$ cat config.mk
export PLATFORM = sky130hd
export DESIGN_NAME = iso14443a_tag_rx_decoder
export DESIGN_NICKNAME = d
export VERILOG_FILES = /design/src/rtl/iso14443a_tag_rx_decoder.sv
export SDC_FILE = /design/constraint.sdc
export NUM_CORES = 1
export LEC_CHECK = 0
export CORE_ASPECT_RATIO = 1.75
export CORE_MARGIN = 2
export CORE_UTILIZATION = 55
export DETAILED_ROUTE_END_ITERATION = 6
export PLACE_DENSITY = 0.76
export SYNTH_ARGS = -nofsm -noshare
export SYNTH_HDL_FRONTEND = slang
export SYNTH_SLANG_ARGS = --single-unit
$ cat constraint.sdc
create_clock -name ck_1356meg -period 6.7 [get_ports ck_1356meg]
set_clock_uncertainty 0.1 [all_clocks]
set_input_delay 0.67 -clock ck_1356meg [delete_from_list [all_inputs] [get_ports ck_1356meg]]
set_output_delay 0.67 -clock ck_1356meg [all_outputs]
set_load 0.02 [all_outputs]
$ cat src/rtl/iso14443a_tag_rx_decoder.sv
// iso14443a_tag_rx_decoder
// Turns the 848 kHz subcarrier modulation-detect samples (one per strobe)
// into Manchester bits, then into 9-bit groups (8 data bits plus odd parity)
// with SOF qualification, EOF detection, collision tracking and a per-frame
// byte limit. All state advances on the falling carrier edge so that it
// lines up with the upstream modulation detector.
module iso14443a_tag_rx_decoder #(
   parameter int HALF_SAMPLES = 4,
   parameter int MAJ          = 2,
   parameter int MAX_BYTES    = 64
) (
   input  logic       ck_1356meg,
   input  logic       rst,
   input  logic       enable,
   input  logic       sample_stb,
   input  logic       curbit,
   output logic [7:0] byte_data,
   output logic       byte_parity_err,
   output logic       byte_valid,
   output logic       frame_active,
   output logic       frame_done,
   output logic [7:0] frame_bytes,
   output logic [3:0] frame_tail_bits,
   output logic       frame_collision,
   output logic       frame_overflow
);

   localparam int SW = $clog2(2 * HALF_SAMPLES);
   localparam int HW = $clog2(HALF_SAMPLES + 1);
   localparam logic [SW-1:0] HALF_S     = SW'(HALF_SAMPLES);
   localparam logic [SW-1:0] LAST_S     = SW'(2 * HALF_SAMPLES - 1);
   localparam logic [HW-1:0] MAJ_H      = HW'(MAJ);
   localparam logic [7:0]    MAX_C      = 8'(MAX_BYTES);
   localparam logic [3:0]    QUIET_LAST = 4'd7;

   typedef enum logic [1:0] {
      ST_IDLE  = 2'd0,
      ST_SOF   = 2'd1,
      ST_DATA  = 2'd2,
      ST_QUIET = 2'd3
   } state_t;

   // A 9-bit group is bad when it carries an even number of ones.
   function automatic logic parity_bad(input logic [8:0] grp);
      return ~(^grp);
   endfunction

   state_t        state_r, state_s;
   logic [SW-1:0] samp_cnt_r, samp_cnt_s;
   logic [HW-1:0] h1_r, h1_s, h2_r, h2_s;
   logic [7:0]    asm_r, asm_s;
   logic [3:0]    bit_cnt_r, bit_cnt_s;
   logic [7:0]    byte_cnt_r, byte_cnt_s;
   logic          coll_r, coll_s;
   logic [3:0]    quiet_cnt_r, quiet_cnt_s;

   logic [7:0]    byte_data_r, byte_data_s;
   logic          byte_parity_err_r, byte_parity_err_s;
   logic          byte_valid_r, byte_valid_s;
   logic          frame_active_r, frame_active_s;
   logic          frame_done_r, frame_done_s;
   logic [7:0]    frame_bytes_r, frame_bytes_s;
   logic [3:0]    frame_tail_bits_r, frame_tail_bits_s;
   logic          frame_collision_r, frame_collision_s;
   logic          frame_overflow_r, frame_overflow_s;

   // Half-bit accumulation including the sample currently on the bus.
   logic          first_half_s, last_s;
   logic [HW-1:0] h1_acc_s, h2_acc_s;
   logic          m1_s, m2_s, bit_val_s, coll_bit_s, eof_s;

   assign first_half_s = (samp_cnt_r < HALF_S);
   assign last_s       = (samp_cnt_r == LAST_S);
   assign h1_acc_s     = h1_r + HW'(first_half_s & curbit);
   assign h2_acc_s     = h2_r + HW'(~first_half_s & curbit);
   assign m1_s         = (h1_acc_s >= MAJ_H);
   assign m2_s         = (h2_acc_s >= MAJ_H);
   // A collision (both halves modulated) decodes as 1, so the bit value is m1.
   assign bit_val_s    = m1_s;
   assign coll_bit_s   = m1_s & m2_s;
   assign eof_s        = ~m1_s & ~m2_s;

   // Next-state and next-output computation for the decoder FSM.
   always_comb begin
      state_s           = state_r;
      samp_cnt_s        = samp_cnt_r;
      h1_s              = h1_r;
      h2_s              = h2_r;
      asm_s             = asm_r;
      bit_cnt_s         = bit_cnt_r;
      byte_cnt_s        = byte_cnt_r;
      coll_s            = coll_r;
      quiet_cnt_s       = quiet_cnt_r;
      byte_data_s       = byte_data_r;
      byte_parity_err_s = byte_parity_err_r;
      byte_valid_s      = 1'b0;
      frame_active_s    = frame_active_r;
      frame_done_s      = 1'b0;
      frame_bytes_s     = frame_bytes_r;
      frame_tail_bits_s = frame_tail_bits_r;
      frame_collision_s = frame_collision_r;
      frame_overflow_s  = frame_overflow_r;

      case (state_r)
         ST_IDLE: begin
            // The first modulated sample is taken as sample 0 of the SOF bit.
            if (sample_stb && curbit) begin
               samp_cnt_s = SW'(1);
               h1_s       = HW'(1);
               h2_s       = '0;
               state_s    = ST_SOF;
            end else begin
               state_s    = ST_IDLE;
            end
         end

         ST_SOF: begin
            if (sample_stb) begin
               if (last_s) begin
                  samp_cnt_s = '0;
                  h1_s       = '0;
                  h2_s       = '0;
                  if (m1_s) begin
                     state_s        = ST_DATA;
                     frame_active_s = 1'b1;
                     asm_s          = 8'd0;
                     bit_cnt_s      = 4'd0;
                     byte_cnt_s     = 8'd0;
                     coll_s         = 1'b0;
                  end else begin
                     // Too little modulation for a real SOF: treat as a glitch.
                     state_s        = ST_IDLE;
                  end
               end else begin
                  samp_cnt_s = samp_cnt_r + SW'(1);
                  h1_s       = h1_acc_s;
                  h2_s       = h2_acc_s;
               end
            end else begin
               state_s = ST_SOF;
            end
         end

         ST_DATA: begin
            if (sample_stb) begin
               if (last_s) begin
                  samp_cnt_s = '0;
                  h1_s       = '0;
                  h2_s       = '0;
                  if (eof_s) begin
                     // Residual bits are already right-aligned in the assembler.
                     frame_done_s      = 1'b1;
                     frame_active_s    = 1'b0;
                     frame_bytes_s     = byte_cnt_r;
                     frame_tail_bits_s = bit_cnt_r;
                     byte_data_s       = asm_r;
                     frame_collision_s = coll_r;
                     frame_overflow_s  = 1'b0;
                     state_s           = ST_IDLE;
                  end else if (bit_cnt_r == 4'd8) begin
                     if (byte_cnt_r == MAX_C) begin
                        // One byte too many: abort and ignore the rest of the burst.
                        frame_done_s      = 1'b1;
                        frame_active_s    = 1'b0;
                        frame_bytes_s     = MAX_C;
                        frame_tail_bits_s = 4'd0;
                        frame_collision_s = coll_r | coll_bit_s;
                        frame_overflow_s  = 1'b1;
                        quiet_cnt_s       = 4'd0;
                        state_s           = ST_QUIET;
                     end else begin
                        byte_valid_s      = 1'b1;
                        byte_data_s       = asm_r;
                        byte_parity_err_s = parity_bad({bit_val_s, asm_r});
                        byte_cnt_s        = byte_cnt_r + 8'd1;
                        asm_s             = 8'd0;
                        bit_cnt_s         = 4'd0;
                        coll_s            = coll_r | coll_bit_s;
                     end
                  end else begin
                     asm_s[bit_cnt_r[2:0]] = bit_val_s;
                     bit_cnt_s             = bit_cnt_r + 4'd1;
                     coll_s                = coll_r | coll_bit_s;
                  end
               end else begin
                  samp_cnt_s = samp_cnt_r + SW'(1);
                  h1_s       = h1_acc_s;
                  h2_s       = h2_acc_s;
               end
            end else begin
               state_s = ST_DATA;
            end
         end

         ST_QUIET: begin
            // Need one full bit time of silence before listening again.
            if (sample_stb) begin
               if (curbit) begin
                  quiet_cnt_s = 4'd0;
               end else if (quiet_cnt_r == QUIET_LAST) begin
                  quiet_cnt_s = 4'd0;
                  state_s     = ST_IDLE;
               end else begin
                  quiet_cnt_s = quiet_cnt_r + 4'd1;
               end
            end else begin
               state_s = ST_QUIET;
            end
         end

         default: begin
            state_s = ST_IDLE;
         end
      endcase
   end

   // State and output registers; reset or disable clears everything silently.
   always_ff @(negedge ck_1356meg) begin
      if (rst || !enable) begin
         state_r           <= ST_IDLE;
         samp_cnt_r        <= '0;
         h1_r              <= '0;
         h2_r              <= '0;
         asm_r             <= 8'd0;
         bit_cnt_r         <= 4'd0;
         byte_cnt_r        <= 8'd0;
         coll_r            <= 1'b0;
         quiet_cnt_r       <= 4'd0;
         byte_data_r       <= 8'd0;
         byte_parity_err_r <= 1'b0;
         byte_valid_r      <= 1'b0;
         frame_active_r    <= 1'b0;
         frame_done_r      <= 1'b0;
         frame_bytes_r     <= 8'd0;
         frame_tail_bits_r <= 4'd0;
         frame_collision_r <= 1'b0;
         frame_overflow_r  <= 1'b0;
      end else begin
         state_r           <= state_s;
         samp_cnt_r        <= samp_cnt_s;
         h1_r              <= h1_s;
         h2_r              <= h2_s;
         asm_r             <= asm_s;
         bit_cnt_r         <= bit_cnt_s;
         byte_cnt_r        <= byte_cnt_s;
         coll_r            <= coll_s;
         quiet_cnt_r       <= quiet_cnt_s;
         byte_data_r       <= byte_data_s;
         byte_parity_err_r <= byte_parity_err_s;
         byte_valid_r      <= byte_valid_s;
         frame_active_r    <= frame_active_s;
         frame_done_r      <= frame_done_s;
         frame_bytes_r     <= frame_bytes_s;
         frame_tail_bits_r <= frame_tail_bits_s;
         frame_collision_r <= frame_collision_s;
         frame_overflow_r  <= frame_overflow_s;
      end
   end

   assign byte_data       = byte_data_r;
   assign byte_parity_err = byte_parity_err_r;
   assign byte_valid      = byte_valid_r;
   assign frame_active    = frame_active_r;
   assign frame_done      = frame_done_r;
   assign frame_bytes     = frame_bytes_r;
   assign frame_tail_bits = frame_tail_bits_r;
   assign frame_collision = frame_collision_r;
   assign frame_overflow  = frame_overflow_r;

endmodule

==> flow_summary.json <==
{
  "outcome": "complete, no violations",
  "dpl_worst_slack_ns": 0.09348,
  "via_per_inst": 5.671,
  "cts.clk_slew.worst_paths_ns": 0.04,
  "cts_sinks": 62,
  "synth_enable_flop_cells": 0,
  "gr-total-overflow": 0,
  "cts_tree": "built",
  "fin_ws_ns": 0.4541,
  "syn-cell-area_um2": 3314,
  "fp.dieArea_um2": 6687,
  "rows": 37,
  "ys_top_cells_by_area": "dfxtp_1 37%, ha_1 6.0%, a21oi_1 5.4%",
  "dpl.hpwl_mm": 5.697,
  "dr.pass1.iters": 4,
  "htree_levels": 3,
  "synthToLayoutAreaGrowth_pct": 27.03,
  "path_max_fanout": 6,
  "critical_path_class": "in -> reg",
  "clk_latency_ns": 0.40,
  "cts_hold_buf": 0,
  "grt_pass1_wl_mm": 14.43,
  "p_leak_nw": 1.764,
  "slew_viol_final": 0,
  "r2r_cells": 6,
  "async_flop_share_pct": 0,
  "rsz0062_at_grt": "no",
  "cts_resized": 0,
  "place_area_um2": 3739,
  "end_kind": "flip-flop",
  "max_slew_margin_pct": 57.63,
  "io_buffers": 30,
  "design_area_um2": 4210,
  "grt_pass1_vias": 3289,
  "pwr_density_cell_nw_per_um2": 227.1,
  "yosysUniqueCellTypes": 75,
  "grt_usage_pct": 27.23,
  "synth_nets": 393,
  "synth_top_area_share_pct": 37.45,
  "dr_total_vias": 3142,
  "core_area_um2": 5833,
  "hold_path_class": "reg -> reg",
  "hold_depth": 2,
  "total_power_uw": 956.3,
  "yosys_warnings": 0,
  "start_util_pct": 56.82,
  "layout-drive-gt1-share_pct": 13.24,
  "drv_cap": 0,
  "postSynthCellCount": 372,
  "vdd.ir_drop.worst_v": 0.0002339,
  "worst_pin_slew_ns": 0.6303,
  "cp-start-kind": "input pin",
  "required_ns": 3.52,
  "utilization_pct": 72.18,
  "pin_count": 31,
  "yosysSeqAreaShare_pct": 37.45,
  "arrival_ns": 3.06,
  "grt_max_degree": 21,
  "gp_congestion": 0.8749,
  "post-cts-setup-buffer-count": 0,
  "final_antenna_net_count": 0,
  "root_buffer": "clkbuf_8",
  "antenna_found_initial": 0,
  "drt_iter0_drc": 139,
  "hold_viol": 0,
  "setup_tns_ns": 0,
  "cts_buffers": 9,
  "avgRoutedWirePerCell_um": 15.13,
  "die_x_um": 62.68,
  "finish.net_count": 492,
  "syn_area_per_cell_um2": 8.910,
  "insertedDiodeCount": 0,
  "drt-total-wl_mm": 8.383,
  "clockBufferDepth": 2,
  "die_y_um": 106.7,
  "synth-seq-cells": 62,
  "synth.largest_area_cell": "dfxtp_1",
  "synth_ff_type": "dfxtp_1",
  "setup_viol": 0,
  "drc": 0
}
## cells in the final DEF, fill, tap and decap left out, drive strengths merged, types with 3 or more instances in the layout
cell            n
xnor2          10
or3             3
a311oi          4
o211ai          5
and4            4
nand4b          5
and3            5
and2            4
o21ai          16
clkdlybuf4s50  30
bufinv          3
inv            75
nor2           31
a21oi          37
ha             16
buf            15
nand2          37
nand3          30
clkbuf          9
dfxtp          62
a31oi           4
nor3           15
mux2i           9
nor2b           5
## kinds of logic (layout without fill, tap and decap cells)
group                      Yosys count  in the layout  synth area share (%)
DFF                                 62             62                 37.45
and+or+nand+nor                    151            151                 25.56
buffers and inverters               30            134                 4.152
adders and majority gates           16             16                 6.040
AOI/OAI and AO/OA                   91             91                 20.01
muxes                                9              9                 2.718
xor gates and xnor gates            13             13                 4.077
## per-stage QoR
stage / instances / hold slack (ns)
2_1_floorplan: 372 / 0.3333
3_3_place_gp: 477 / 0.3449
3_5_place_dp: 477 / 0.3500
4_1_cts: 554 / 0.3537
5_1_grt: 554 / 0.3654
6_report: 554 / 0.3512
## critical path: stages
cell	delay (ns)
clkdlybuf4s50_1	0.45
nor2b_1	0.15
ha_1	0.18
ha_1	0.21
xor2_1	0.18
nor4_2	0.56
buf_4	0.24
or3_1	0.15
mux2i_1	0.20
nor2_1	0.06
## final cells by class
cell class	count	area, um^2
Inverter	11	41.29
Fill cell	485	1623
Multi-Input combinational cell	280	1942
Timing Repair Buffer	45	412.9
Clock buffer	9	123.9
Tap cell	78	97.59
Clock inverter	69	351.6
Sequential cell	62	1241
## final timing paths
kind                               startpoint         endpoint  slack, ns
worst max register to register     state_r[0]         asm_r[4]       4.20
worst min-delay path            samp_cnt_r[1]    samp_cnt_r[1]       0.35
worst max-delay path                   curbit  byte_parity_err       0.45
worst min register to register  samp_cnt_r[1]    samp_cnt_r[1]       0.35
## Yosys cell counts, drive strengths merged (3+ instances only)
| cell | instances |
|---|---|
| a21oi | 37 |
| a311oi | 4 |
| a31oi | 4 |
| and2 | 4 |
| and3 | 5 |
| and4 | 4 |
| buf | 9 |
| clkbuf | 9 |
| dfxtp | 62 |
| ha | 16 |
| inv | 12 |
| mux2i | 9 |
| nand2 | 37 |
| nand3 | 30 |
| nand4b | 5 |
| nor2 | 31 |
| nor2b | 5 |
| nor3 | 15 |
| o211ai | 5 |
| o21ai | 16 |
| or3 | 3 |
| xnor2 | 10 |
## state kept, by name, summed over array words and instances, names as in the netlist
| signal | cells |
|---|---|
| frame_done | 1 |
| byte_cnt_r | 8 |
| samp_cnt_r | 3 |
| h2_r | 3 |
| asm_r | 8 |
| byte_data | 8 |
| byte_parity_err | 1 |
| quiet_cnt_r | 4 |
| frame_tail_bits | 4 |
| frame_bytes | 8 |
| frame_collision | 1 |
| frame_active | 1 |
| coll_r | 1 |
| byte_valid | 1 |
| bit_cnt_r | 4 |
| state_r | 2 |
| frame_overflow | 1 |
| h1_r | 3 |
## routing by layer
layer,track usage [%],vias to the layer above,routed length [um]
met2,47.47,85,4482
met4,17.46,0,245
met3,10.60,26,372
met1,26.51,1485,3282
li1,-,1546,-
met5,0,-,0
## report_power, final
| group | total [mW] | internal (mW) | leakage [nW] | switching [mW] |
|---|---|---|---|---|
| clock | 0.556 | 0.297 | 0.451 | 0.259 |
| sequential | 0.373 | 0.372 | 0.499 | 0.000600 |
| combinational | 0.0277 | 0.00932 | 0.814 | 0.0184 |
| total | 0.956 | 0.679 | 1.76 | 0.278 |
(Power assumes the default switching activity.)
